===== src/rtl/wb_arb_pkg.sv =====
// Shared types and constants for the register-file write-port arbiter.
package wb_arb_pkg;

   localparam int REG_AW = 5;
   localparam int XLEN   = 32;

   typedef struct packed {
      logic              valid;
      logic [REG_AW-1:0] addr;
      logic [XLEN-1:0]   data;
   } wb_entry_t;

   typedef enum logic [1:0] {
      GNT_NONE = 2'd0,
      GNT_WB   = 2'd1,
      GNT_LU   = 2'd2
   } gnt_src_e;

endpackage


===== src/rtl/wb_arb_fifo.sv =====
// Long-latency result FIFO with per-entry valid bits; entries can be killed by
// address when a younger writeback write to the same register wins the port.
module wb_arb_fifo
   import wb_arb_pkg::*;
#(
   parameter int DEPTH = 2,
   parameter int XLEN  = 32
) (
   input  logic              clk,
   input  logic              rst_n,
   input  logic              push_i,
   input  logic [REG_AW-1:0] push_addr_i,
   input  logic [XLEN-1:0]   push_data_i,
   input  logic              pop_i,
   input  logic              kill_i,
   input  logic [REG_AW-1:0] kill_addr_i,
   output logic              head_vld_o,
   output logic [REG_AW-1:0] head_addr_o,
   output logic [XLEN-1:0]   head_data_o,
   output logic              full_o,
   output logic              pop_o
);

   localparam int PW = $clog2(DEPTH);

   logic [PW-1:0]     rd_q, wr_q;
   logic [PW:0]       cnt_q, cnt_d;
   logic [DEPTH-1:0]  vld_q, vld_d;
   logic [REG_AW-1:0] addr_q [DEPTH];
   logic [XLEN-1:0]   data_q [DEPTH];
   logic              occ, skip, pop;

   assign occ         = (cnt_q != '0);
   assign head_vld_o  = occ & vld_q[rd_q];
   assign head_addr_o = addr_q[rd_q];
   assign head_data_o = data_q[rd_q];
   // A killed head slot is retired on its own, freeing space without a port cycle.
   assign skip        = occ & ~vld_q[rd_q];
   assign pop         = skip | (pop_i & head_vld_o);
   assign pop_o       = pop;
   assign full_o      = (cnt_q == (PW+1)'(DEPTH));

   always_comb begin
      vld_d = vld_q;
      for (int i = 0; i < DEPTH; i++) begin
         if (kill_i && (addr_q[i] == kill_addr_i)) vld_d[i] = 1'b0;
      end
      if (pop)    vld_d[rd_q] = 1'b0;
      if (push_i) vld_d[wr_q] = 1'b1;
   end

   always_comb begin
      cnt_d = cnt_q;
      case ({push_i, pop})
         2'b10:   cnt_d = cnt_q + (PW+1)'(1);
         2'b01:   cnt_d = cnt_q - (PW+1)'(1);
         default: cnt_d = cnt_q;
      endcase
   end

   always_ff @(posedge clk or negedge rst_n) begin
      if (!rst_n) begin
         rd_q  <= '0;
         wr_q  <= '0;
         cnt_q <= '0;
         vld_q <= '0;
      end else begin
         if (pop)    rd_q <= rd_q + PW'(1);
         if (push_i) wr_q <= wr_q + PW'(1);
         cnt_q <= cnt_d;
         vld_q <= vld_d;
      end
   end

   always_ff @(posedge clk) begin
      if (push_i) begin
         addr_q[wr_q] <= push_addr_i;
         data_q[wr_q] <= push_data_i;
      end
   end

endmodule


===== src/rtl/wb_port_arbiter.sv =====
// Register-file write-port arbiter: WB has priority, long-latency results drain
// into idle cycles or are forced through after MAX_WAIT losses. WB_ARB_PERF_EN adds perf_stall_cnt.
module wb_port_arbiter
   import wb_arb_pkg::*;
#(
   parameter int DEPTH    = 2,
   parameter int MAX_WAIT = 4,
   parameter int XLEN     = 32
) (
   input  logic              clk,
   input  logic              rst_n,
   input  logic              wb_valid,
   input  logic              wb_we,
   input  logic [REG_AW-1:0] wb_addr,
   input  logic [XLEN-1:0]   wb_data,
   input  logic              lu_valid,
   output logic              lu_ready,
   input  logic [REG_AW-1:0] lu_addr,
   input  logic [XLEN-1:0]   lu_data,
   output logic              pipe_stall,
   output logic              rf_we,
   output logic [REG_AW-1:0] rf_addr,
   output logic [XLEN-1:0]   rf_data
`ifdef WB_ARB_PERF_EN
   ,
   output logic [31:0]       perf_stall_cnt
`endif
);

   localparam int CW = $clog2(MAX_WAIT + 1);

   gnt_src_e          gnt;
   logic              wb_req, head_vld, fifo_full, fifo_pop, starved, lu_push;
   logic [REG_AW-1:0] head_addr;
   logic [XLEN-1:0]   head_data;
   logic [CW-1:0]     wait_q, wait_d;
   logic              rf_we_q;
   logic [REG_AW-1:0] rf_addr_q;
   logic [XLEN-1:0]   rf_data_q;

   assign wb_req     = wb_valid & wb_we & (wb_addr != '0);
   assign starved    = head_vld & (wait_q == CW'(MAX_WAIT));
   assign pipe_stall = wb_req & starved;
   assign lu_ready   = ~fifo_full | fifo_pop;
   // x0 results are acknowledged but never stored.
   assign lu_push    = lu_valid & lu_ready & (lu_addr != '0);

   always_comb begin
      gnt = GNT_NONE;
      if (starved)       gnt = GNT_LU;
      else if (wb_req)   gnt = GNT_WB;
      else if (head_vld) gnt = GNT_LU;
   end

   always_comb begin
      wait_d = wait_q;
      if (!head_vld || gnt == GNT_LU) wait_d = '0;
      else if (wait_q != CW'(MAX_WAIT)) wait_d = wait_q + CW'(1);
   end

   wb_arb_fifo #(
      .DEPTH (DEPTH),
      .XLEN  (XLEN)
   ) u_fifo (
      .clk         (clk),
      .rst_n       (rst_n),
      .push_i      (lu_push),
      .push_addr_i (lu_addr),
      .push_data_i (lu_data),
      .pop_i       (gnt == GNT_LU),
      .kill_i      (gnt == GNT_WB),
      .kill_addr_i (wb_addr),
      .head_vld_o  (head_vld),
      .head_addr_o (head_addr),
      .head_data_o (head_data),
      .full_o      (fifo_full),
      .pop_o       (fifo_pop)
   );

   always_ff @(posedge clk or negedge rst_n) begin
      if (!rst_n) begin
         wait_q    <= '0;
         rf_we_q   <= 1'b0;
         rf_addr_q <= '0;
         rf_data_q <= '0;
      end else begin
         wait_q  <= wait_d;
         rf_we_q <= (gnt != GNT_NONE);
         if (gnt == GNT_WB) begin
            rf_addr_q <= wb_addr;
            rf_data_q <= wb_data;
         end else if (gnt == GNT_LU) begin
            rf_addr_q <= head_addr;
            rf_data_q <= head_data;
         end
      end
   end

   assign rf_we   = rf_we_q;
   assign rf_addr = rf_addr_q;
   assign rf_data = rf_data_q;

`ifdef WB_ARB_PERF_EN
   logic [31:0] perf_q;

   always_ff @(posedge clk or negedge rst_n) begin
      if (!rst_n) perf_q <= '0;
      else        perf_q <= perf_q + 32'(pipe_stall);
   end

   assign perf_stall_cnt = perf_q;
`else
   // Stall cycles are visible only on pipe_stall in this build.
`endif

endmodule


===== config.mk =====
export PLATFORM = sky130hd
export DESIGN_NAME = wb_port_arbiter
export DESIGN_NICKNAME = d
export VERILOG_FILES = /design/src/rtl/wb_arb_pkg.sv /design/src/rtl/wb_arb_fifo.sv /design/src/rtl/wb_port_arbiter.sv
export SDC_FILE = /design/constraint.sdc
export NUM_CORES = 1
export LEC_CHECK = 0
export ABC_AREA = 1
export CAP_MARGIN = 20
export CORE_MARGIN = 8
export CORE_UTILIZATION = 40
export CTS_CLUSTER_DIAMETER = 120
export DETAILED_ROUTE_END_ITERATION = 7
export DONT_BUFFER_PORTS = 1
export PLACE_DENSITY_LB_ADDON = 0.3
export SYNTH_ARGS = -nofsm -noshare
export SYNTH_HDL_FRONTEND = slang
export SYNTH_SLANG_ARGS = --single-unit
export TNS_END_PERCENT = 30

===== constraint.sdc =====
create_clock -name clk -period 3.7 [get_ports clk]
set_input_delay 0.925 -clock clk [delete_from_list [all_inputs] [get_ports clk]]
set_output_delay 0.925 -clock clk [all_outputs]
set_load 0.01 [all_outputs]

======== Word-level counts from Yosys, hierarchy flattened ========
Memories as Yosys holds them, arrays and structs flattened.
Index checks and enable logic that the tools add are counted.
operators by class
  eq/ne operators ......................... 9
  add/sub/neg operators ................... 5
  magnitude comparators ................... 4
  bitwise operators ....................... 16
  reductions and logical operators ........ 13
  multiplexer cells ....................... 22
operator list
  cell                                                      number
  two-way mux 32 bit                                        2
  equality test 5 bit                                       2
  two-way mux 2 bit                                         5
  two-way mux 5 bit                                         2
  nonzero test 2 bit                                        5
  nonzero test 5 bit                                        2
  AND 1 bit                                                 9
  two-way mux 1 bit                                         8
  equality test 2 bit, second input constant                3
  two-way mux 3 bit                                         2
  equality test 2 x 1 -> 1 bit, second input constant       2
  logical AND 1 bit                                         4
  < comparator 1 x 2 -> 1 bit, second input constant        2
  case mux 2 bit (2 select lines)                           1
  adder 3 x 1 -> 3 bit, second input constant               1
  equality test 3 bit, second input constant                1
  inequality test 3 bit, second input constant              1
  adder 1 bit, second input constant                        2
  adder 2 x 1 -> 2 bit, second input constant               1
  AND 2 bit                                                 1
  demux 1 bit (select 1 bit)                                2
  greater-or-equal comparator 1 bit, second input constant  2
  inverter 1 bit                                            2
  inverter 2 bit                                            1
  5 further kinds                                           6
word-level totals
  output and inout bits ................... 40
  memories ................................ 2
  bits in registers ....................... 47
  bits in writable memories ............... 74
  word-level logic and storage cells ...... 79
  input port bits ......................... 79
memories
  name           depth  width  rd ports  clocked after Yosys merged registers in  wr ports  line               RTL
  u_fifo.data_q  2      32     1         0                                        1         wb_arb_fifo.sv:30  logic [XLEN-1:0] data_q [DEPTH];
  u_fifo.addr_q  2      5      3         0                                        1         wb_arb_fifo.sv:29  logic [REG_AW-1:0] addr_q [DEPTH];

======== Longest topological paths before layout ========
Gate-level depths: netlist of run 1.
  word-level depth ........................ 14
  mapped depth ............................ 16

======== Hierarchy ========
Synthesis of run 1 repeated with hierarchy kept, for this count alone.
unflattened totals
  cell total of the unflattened synthesis .. 529
  area total of the unflattened synthesis .. 5241.3 um^2
by module, submodules not included
  module           times used  cells an instance  area an instance (um^2)  sequential area each (um^2)
  wb_arb_fifo      1           281                3214.3                   2372.3
  wb_port_arbiter  1           248                2026.9                   1026.0

======== Worst setup path before layout of run 1 ========
No wires, ideal clock.
  kind .................................... input-to-reg
  start ................................... input wb_addr[4]
  end ..................................... memory u_fifo.addr_q[0][0] (enable)
  cell stages on the path ................. 10
  setup slack ............................. 0.677 ns
  arrival ................................. 2.632 ns
  path buffers ............................ 0
  required time ........................... 3.309 ns
  path through ............................ inv_1 nand4_1 nand3_1 nor2_1 inv_1 ha_1 inv_1 nand3_2 nand4_1 inv_1
on the way
  word-level cells in the longest chain between the ends .. 12
RTL lines
  item                                     line                   RTL
  from (decl)                              wb_port_arbiter.sv:14  input logic [REG_AW-1:0] wb_addr,
  nonzero test 5 bit                       wb_port_arbiter.sv:41  assign wb_req = wb_valid & wb_we & (wb_addr != '0);
  AND 1 bit                                wb_port_arbiter.sv:41
  two-way mux 2 bit                        wb_port_arbiter.sv:51  else if (wb_req) gnt = GNT_WB;
  two-way mux 2 bit                        wb_port_arbiter.sv:50  if (starved) gnt = GNT_LU;
  equality test 2 bit                      wb_port_arbiter.sv:70  .pop_i (gnt == GNT_LU),
  AND 1 bit                                wb_arb_fifo.sv:39      assign pop = skip | (pop_i & head_vld_o);
  bitwise OR 1 bit                         wb_arb_fifo.sv:39
  bitwise OR 1 bit                         wb_port_arbiter.sv:44  assign lu_ready = ~fifo_full | fifo_pop;
  via lu_ready                             wb_port_arbiter.sv:17  output logic lu_ready,
  AND 1 bit (2 in series)                  wb_port_arbiter.sv:46  assign lu_push = lu_valid & lu_ready & (lu_addr != '0);
  two-way mux 1 bit                        wb_arb_fifo.sv:76      if (push_i) begin
  two-way mux 1 bit (not written as such)  wb_arb_fifo.sv:77      addr_q[wr_q] <= push_addr_i;
  to (decl)                                wb_arb_fifo.sv:29
The timed path passes the listed nets, and every way through them passes these cells.

======== Worst setup path after layout of run 1 ========
  start ................................... register u_fifo.rd_q
  end ..................................... output lu_ready
on the way
  word-level cells in the longest chain between the ends .. 10
  elaborated cells on any way between the ends .. 13
  classes of those cells .................. eq/ne: 1; mux: 5; bitwise: 7
RTL lines
  item                                                     line                                  RTL
  from (decl)                                              wb_arb_fifo.sv:26                     logic [PW-1:0] rd_q, wr_q;
  from (signal assigned)                                   wb_arb_fifo.sv:68                     if (pop) rd_q <= rd_q + PW'(1);
  two-way mux 1 bit (not written as such) * (2 in series)  wb_arb_fifo.sv:34, wb_arb_fifo.sv:38
  AND 1 bit                                                wb_arb_fifo.sv:34                     assign head_vld_o = occ & vld_q[rd_q];
  two-way mux 2 bit                                        wb_port_arbiter.sv:52                 else if (head_vld) gnt = GNT_LU;
  two-way mux 2 bit                                        wb_port_arbiter.sv:51
  two-way mux 2 bit                                        wb_port_arbiter.sv:50
  equality test 2 bit                                      wb_port_arbiter.sv:70
  AND 1 bit                                                wb_arb_fifo.sv:39
  bitwise OR 1 bit *                                       wb_arb_fifo.sv:39
  bitwise OR 1 bit *                                       wb_port_arbiter.sv:44
  to (decl)                                                wb_port_arbiter.sv:17
Mark *: on every way between the ends. The rest lies on a longest branch, timed or not. The select of a mux whose other input is x is not followed.

==> results by group, run 1 <==
CTS
  – Sinks on Clock Net: 121
  – Clock buffer count from CTS: 17
  – CTS tree: yes
  – Post-CTS Resized: 0
  – Root buffer cell: clkbuf_16
  – Post-CTS setup buffer count: 0
  – Clock slew at reported path FFs: about 0.060 ns
  – H-tree level count: 4
  – Clk_lat worst skew: approximately 0.40 ns
  – CTS Buffer Depth: 2
  – Hold buffer count at cts: 0

Setup path
  – Setup crit start kind: register
  – Critical Path RT: between 2 and 3 ns
  – Crit path cell chain: inv_2, nand2_1, nand2_2, nand2_2, nor2_4, nor2_1, inv_1, ha_1, inv_1, nand3_2
  – Crit path kind: reg2out
  – R2R depth: 12
  – WP buf/inv: 3
  – CP Launch Point: u_fifo.rd_q$_DFFE_PN0P_
  – CP Capture Type: output pin
  – Worst R2R Setup Slack: between 0.7 and 0.8 ns
  – CP Max Fanout: 19
  – Worst path max stage delay: 0.70 ns
  – Kind of cell adding the most delay to the critical path: flip-flops
  – CP Depth: 10
  – Critical path endpoint: lu_ready
  – Worst r2r src: u_fifo.rd_q$_DFFE_PN0P_
  – Critical Path AT: about 2.3 ns
  – Worst reg2reg endpoint: u_fifo.data_q[0][17]$_DFFE_PP_
  – Worst path slowest cell: dfrtp_1

Yosys
  – Area fraction of the dominant cell type after synthesis: 0.421
  – Most numerous cell in the Yosys netlist: edfxtp_1
  – Number of flops mapped to enable cells by yosys: 74
  – Most frequent cells after synthesis: 74 x edfxtp_1, 73 x a21oi_1, 50 x nor2_1
  – Yosys top cell by area: edfxtp_1
  – Ys Warns: 0
  – Yosys reg bits: 121
  – Register area share after synthesis: 0.644
  – Top_reg_cell synth: edfxtp_1
  – Syn avg cell area: 11.7 um2
  – Post-synth cell types: 32
  – Mapped cell area: approximately 5300 um2
  – Area contributors post-synth: edfxtp_1 42%, dfrtp_1 22%, a21oi_1 6.9%, o211ai_2 6.6%, or2_2 3.8%
  – Syn Inst Count: approximately 450
  – Post-synth ARST share: 0.388
  – Syn Nets: 537

STA
  – Max-Slew Margin vs Limit: 0.597
  – Worst slew pin tran: 0.605 ns
  – Setup TNS: 0 ns
  – Clock skew: 0.00723 ns
  – Final Cycle Share: 0.870
  – Unrepaired setup endpoints after global routing: no
  – Hold Worst Slack: 0.218 ns
  – Fmax: 311 MHz
  – Fin. Hold Viols: 0
  – Final setup vio count: 0
  – Fin crit period: 3.22 ns
  – Max-slew violation count: 0

Floorplanning
  – Core Rows: 42
  – Core area: ~13000 um2
  – Die area: approximately 17000 um2
  – Die width: 131 um
  – Starting Density: 0.403
  – Die height: around 130 um
  – IO Pins: 119

Final layout
  – Area Growth Syn to Fin: 14.0%
  – Layout net count: ~540
  – Share of layout cells above drive strength 1: 0.234
  – Filler cells: 1198
  – Final Core Density: 0.459
  – Antenna diode count: 0

Place
  – Port Buffers: 0
  – Final GP Congestion: ~0.8
  – DP Wirelength: about 8200 um

Routing
  – Max layer used: met4
  – Drt wl/cell: around 19 um
  – DR vias/cell: about 5.1
  – Final ANT Viol Nets: 0
  – DRT met1 WL: between 5000 and 6000 um
  – Metal2 WL: 5870 um
  – Initial DRC Count: ~220
  – # DRC: 0
  – Final wirelength: 12400 um
  – Met3 WL: 1280 um
  – Drt first pass iters: 4
  – Routed vias: between 3k and 4k

Pwr
  – Sw Ratio: 0.360
  – Gate power share: 0.313
  – Reg power frac: 0.409
  – Clock share of power: 0.278
  – Peak supply drop: roughly 0.44 mV
  – Switch Pwr: approximately 2.0 mW
  – Static leakage: ~2.4 nW
  – P_int: between 3 and 4 mW
  – PD cells: between 900 and 1000 nW/um2

GRT
  – Initial antenna violation count: 0
  – First-pass GRT wire length: roughly 19000 um
  – Vias in the first global route: 3427
  – Total GRT Usage: 0.151
  – Largest net degree at the start of global routing: 48
  – GRT overflow: 0

Outcome
  – Status: finished clean

Hold path
  – Worst min path class: in2async

Run
  – Max_cap viols: 0
metal layers:
metal | vias to the layer above | global-route usage
met4 | 0 | 0.0567
met3 | 14 | 0.0763
li1 | 1582 | -
met2 | 124 | 0.242
met5 | - | 0
met1 | 1561 | 0.170
worst min-delay path by stage:
stage,endpoint,depth (start not counted)
final,rf_data[29]$_DFFE_PN0P_,0
after global routing,rf_data[25]$_DFFE_PN0P_,0
after CTS,rf_data[28]$_DFFE_PN0P_,0
after detailed placement,u_fifo.wr_q$_DFFE_PN0N_,2
after global placement,u_fifo.wr_q$_DFFE_PN0N_,2
after floorplan,u_fifo.wr_q$_DFFE_PN0N_,2
through the flow:
stage                     total power, mW  instances  instance area [um2]  setup WS (ns)
after global routing                 6.02        647                 6010          0.286
after global placement               4.06        615                 5430          0.719
final                                5.61        647                 6010          0.482
after CTS                            5.70        647                 6010          0.412
after floorplan                      3.67        452                 5270          0.677
after detailed placement             4.12        615                 5430          0.647
worst register-to-register path, cell delays in order (launching register included):
cell and delay, ns:
dfrtp_1 0.70, nand2_1 0.13, nand2_2 0.13, nand2_2 0.09, nor2_4 0.13, nor2_1 0.08
inv_1 0.09, ha_1 0.22, inv_1 0.11, nand3_2 0.15, nand4_1 0.17, inv_2 0.08
buf_4 0.44
power by group through the flow:
stage | clock (mW) | combinational, mW | sequential [mW]
floorplan | 0 | 1.44 | 2.23
global placement | 0 | 1.74 | 2.32
detailed placement | 0 | 1.79 | 2.33
CTS | 1.60 | 1.79 | 2.31
global route | 1.66 | 2.01 | 2.35
finish | 1.56 | 1.76 | 2.30
state kept, by name (all words and copies together) (netlist names):
register	count
u_fifo.vld_q	2
u_fifo.wr_q	1
rf_we	1
u_fifo.cnt_q	2
u_fifo.data_q	64
rf_addr	5
rf_data	32
u_fifo.addr_q	10
wait_q	3
u_fifo.rd_q	1
logic make-up (layout without fill, tap and decap cells):
kind of cell    Yosys count  after routing  share of synthesized area
fa+ha+maj                 6              6                     0.0142
buf+inv                  55             74                     0.0493
compound gates          117            117                      0.156
xor+xnor                  4              4                    0.00664
flops                   121            121                      0.644
simple gates            149            149                      0.130
layout make-up:
cell class	instances	area (um2)	area share
Clock buffer	26	542	0.0902
Clock inverter	6	36.3	0.00604
Inverter	32	120	0.0200
Multi-Input combinational cell	276	1620	0.269
Sequential cell	121	3400	0.565
Tap cell	176	220	0.0366
Timing Repair Buffer	10	75.1	0.0125
cell usage in the layout, fill, tap and decap left out:
cell type   instances
edfxtp_1           74
a21oi_1            73
nor2_1             50
nand2_1            49
dfrtp_1            47
or2_2              32
o211ai_2           28
inv_1              26
clkbuf_16          19
buf_4              10
nand3_1             9
o211ai_1            7
inv_2               5
ha_1                5
clkinv_2            4
clkbuf_8            4
nand4_1             3
o21ai_0             3
xor2_1              3
clkbuf_1            3
nand2_2             2
a31oi_1             2
o21ai_1             2
nor2_4              1
nand3_2             1
nand3b_1            1
clkinv_1            1
xnor2_1             1
nor2_2              1
a22o_1              1
o21a_1              1
ha_2                1
clkinv_4            1
clkinvlp_4          1
No activity file was read; power rests on OpenSTA's default activity.
==> run 2: changes to the inputs <==
Settings changed: CORE_ASPECT_RATIO set to 1.1.
==> run 2 against run 1 <==
Wire length grew 1.8%. Sequential cell count is the same. Count of clock-buffer cells in the layout shrank 8. Cell area grew 1.6%. Largest power group unchanged.
==> results by group, run 2 (synthesized netlist as in run 1, its figures left out) <==
Floorplanning
  – IO Pins: 119 (unchanged)
  – Core Rows: 44 (was 42)
  – Starting Density: 0.404 (was 0.403)
  – Die width: 125 um (was 131 um)
  – Core area: 13000 um2 (was 13100 um2)
  – Die height: 136 um (was 131 um)
  – Die area: 17100 um2 (about the same)

Routing
  – Routed vias: 3327 (was 3281)
  – Final wirelength: 12600 um (was 12400 um)
  – Final ANT Viol Nets: 0 (unchanged)
  – Initial DRC Count: 206 (was 221)
  – DR vias/cell: 5.26 (was 5.07)
  – # DRC: 0 (unchanged)
  – Drt first pass iters: 4 (unchanged)
  – Drt wl/cell: 19.9 um (was 19.1 um)

STA
  – Fin crit period: 3.20 ns (was 3.22 ns)
  – Fmax: 312 MHz (was 311 MHz)
  – Setup ws final: 0.499 ns (was 0.482 ns)
  – Fin. Hold Viols: 0 (unchanged)
  – Final Cycle Share: 0.865 (was 0.870)
  – Worst slew pin tran: 0.617 ns (was 0.605 ns)
  – Unrepaired setup endpoints after global routing: no (unchanged)
  – Clock skew: 0.00749 ns (was 0.00723 ns)
  – Setup TNS: 0 ns (unchanged)
  – Max-Slew Margin vs Limit: 0.588 (was 0.597)
  – Max-slew violation count: 0 (unchanged)
  – Final setup vio count: 0 (unchanged)

Pwr
  – Peak supply drop: 0.344 mV (was 0.440 mV)
  – Tot Pwr: 5.98 mW (was 5.61 mW)
  – PD cells: 980 nW/um2 (was 934 nW/um2)
  – Static leakage: 2.43 nW (was 2.40 nW)

Setup path
  – CP Max Fanout: 16 (was 19)
  – Kind of cell adding the most delay to the critical path: flip-flops (unchanged)
  – WP buf/inv: 3 (unchanged)
  – Worst path max stage delay: 0.67 ns (was 0.70 ns)
  – Critical Path RT: 2.77 ns (about the same)
  – CP Capture Type: output pin (unchanged)
  – Crit path cell chain: inv_2, nand2_1, nand2_2, nand2_2, nor2_4, nor2_1, inv_1, ha_1, inv_1, nand3_2 (unchanged)
  – CP Launch Point: u_fifo.rd_q$_DFFE_PN0P_ (unchanged)
  – Worst r2r src: u_fifo.rd_q$_DFFE_PN0P_ (unchanged)
  – Worst path slowest cell: dfrtp_1 (unchanged)
  – Setup crit start kind: register (unchanged)
  – CP Depth: 10 (unchanged)
  – Critical Path AT: 2.28 ns (was 2.29 ns)
  – Critical path endpoint: lu_ready (unchanged)
  – Crit path kind: reg2out (unchanged)
  – Worst reg2reg endpoint: u_fifo.data_q[0][9]$_DFFE_PP_ (was u_fifo.data_q[0][17]$_DFFE_PP_)
  – R2R depth: 12 (unchanged)
  – Worst R2R Setup Slack: 0.92 ns (was 0.75 ns)

Final layout
  – Area Growth Syn to Fin: 15.8% (was 14.0%)
  – Most frequent cells in the layout: 74 x edfxtp_1, 73 x a21oi_1, 50 x nor2_1, 49 x nand2_1, 47 x dfrtp_1 (unchanged)
  – Layout net count: 544 (was 543)
  – Number of flip-flops in the largest register: 64 (unchanged)
  – Reg with most FFs: u_fifo.data_q (unchanged)
  – Most common cell after layout, fill and taps aside: edfxtp_1 (unchanged)
  – Antenna diode count: 0 (unchanged)
  – Share of layout cells above drive strength 1: 0.237 (was 0.234)

CTS
  – Clk_lat worst skew: 0.41 ns (was 0.40 ns)
  – Clock slew at reported path FFs: 0.06 ns (about the same)
  – H-tree level count: 4 (unchanged)
  – Sinks on Clock Net: 121 (unchanged)
  – Post-CTS setup buffer count: 0 (unchanged)
  – Hold buffer count at cts: 0 (unchanged)
  – CTS tree: yes (unchanged)
  – Root buffer cell: clkbuf_16 (unchanged)
  – Clock buffer count from CTS: 17 (unchanged)
  – Post-CTS Resized: 0 (unchanged)
  – CTS Buffer Depth: 2 (unchanged)

Outcome
  – Status: finished clean (unchanged)

Hold path
  – Worst min path class: in2async (unchanged)

GRT
  – Initial antenna violation count: 0 (unchanged)
  – First-pass GRT wire length: 19700 um (was 18800 um)
  – Largest net degree at the start of global routing: 48 (unchanged)
  – Vias in the first global route: 3527 (was 3427)
  – Total GRT Usage: 0.153 (was 0.151)
  – GRT overflow: 0 (unchanged)

Run
  – Max_cap viols: 0 (unchanged)

Place
  – Pre-CTS WS: 0.756 ns (was 0.647 ns)
  – Port Buffers: 0 (unchanged)
  – DP Wirelength: 8440 um (was 8220 um)
  – Final GP Congestion: 0.780 (was 0.802)
==> run 2: cell types whose count changed in the layout (fill, tap and decap cells not counted), moves of 2 or more <==
cell / previous run / this run
bufinv_16: 0 / 6
clkinv_2: 4 / 0
clkbuf_1: 3 / 0
clkbuf_8: 4 / 1
clkinvlp_4: 1 / 4
clkbuf_16: 19 / 17
clkinv_1: 1 / 3
clkinv_4: 1 / 3
inv_2: 5 / 3
==> run 2: where the power goes <==
part / switching (mW) / internal (mW)
clock network: 0.607 / 1.28
registers: 0.363 / 1.93
logic: 1.13 / 0.660
==> run 2: area by class of cell <==
class / count / area [um2]
clock buffers: 18 / 439
clock inverters: 14 / 245
fillers: 1139 / 6940
inverters: 32 / 120
multi-input cells: 276 / 1620
flip-flops and latches: 121 / 3400
well taps: 161 / 201
repair buffers: 11 / 82.6
==> run 2: metal layers <==
layer  track usage  routed length, um  vias up  part of all wire
li1              -                  -     1585                 -
met1         0.165               4970     1639              0.39
met2         0.259               6490       86              0.52
met3        0.0663                885       17             0.070
met4        0.0684                246        0             0.020
met5             0                  0        -                 0
==> run 2: worst register-to-register path: stages, from the launching register on <==
cell and delay, ns:
dfrtp_1 0.67, nand2_1 0.14, nand2_2 0.13, nand2_2 0.09, nor2_4 0.13, nor2_1 0.08, inv_1 0.09, ha_1 0.23
inv_1 0.11, nand3_2 0.15, nand4_1 0.16, clkinv_1 0.09, buf_4 0.34
==> run 2: worst min-delay path by stage <==
stage | startpoint | to | depth (start not counted)
floorplan | u_fifo.wr_q$_DFFE_PN0N_ | u_fifo.wr_q$_DFFE_PN0N_ | 2
global placement | u_fifo.wr_q$_DFFE_PN0N_ | u_fifo.wr_q$_DFFE_PN0N_ | 2
detailed placement | u_fifo.wr_q$_DFFE_PN0N_ | u_fifo.wr_q$_DFFE_PN0N_ | 2
CTS | rst_n | rf_addr[3]$_DFFE_PN0P_ | 0
global route | rst_n | rf_addr[3]$_DFFE_PN0P_ | 0
finish | rst_n | rf_addr[3]$_DFFE_PN0P_ | 0
==> run 2: per-stage QoR <==
stage	cell area (um2)	utilization	hold WS, ns	instances
6_report	6100	0.468	0.203	633
5_1_grt	6100	0.468	0.179	633
4_1_cts	6100	0.468	0.181	633
3_5_place_dp	5420	0.415	0.487	601
3_3_place_gp	5420	0.415	0.492	601
2_1_floorplan	5270	-	0.464	452
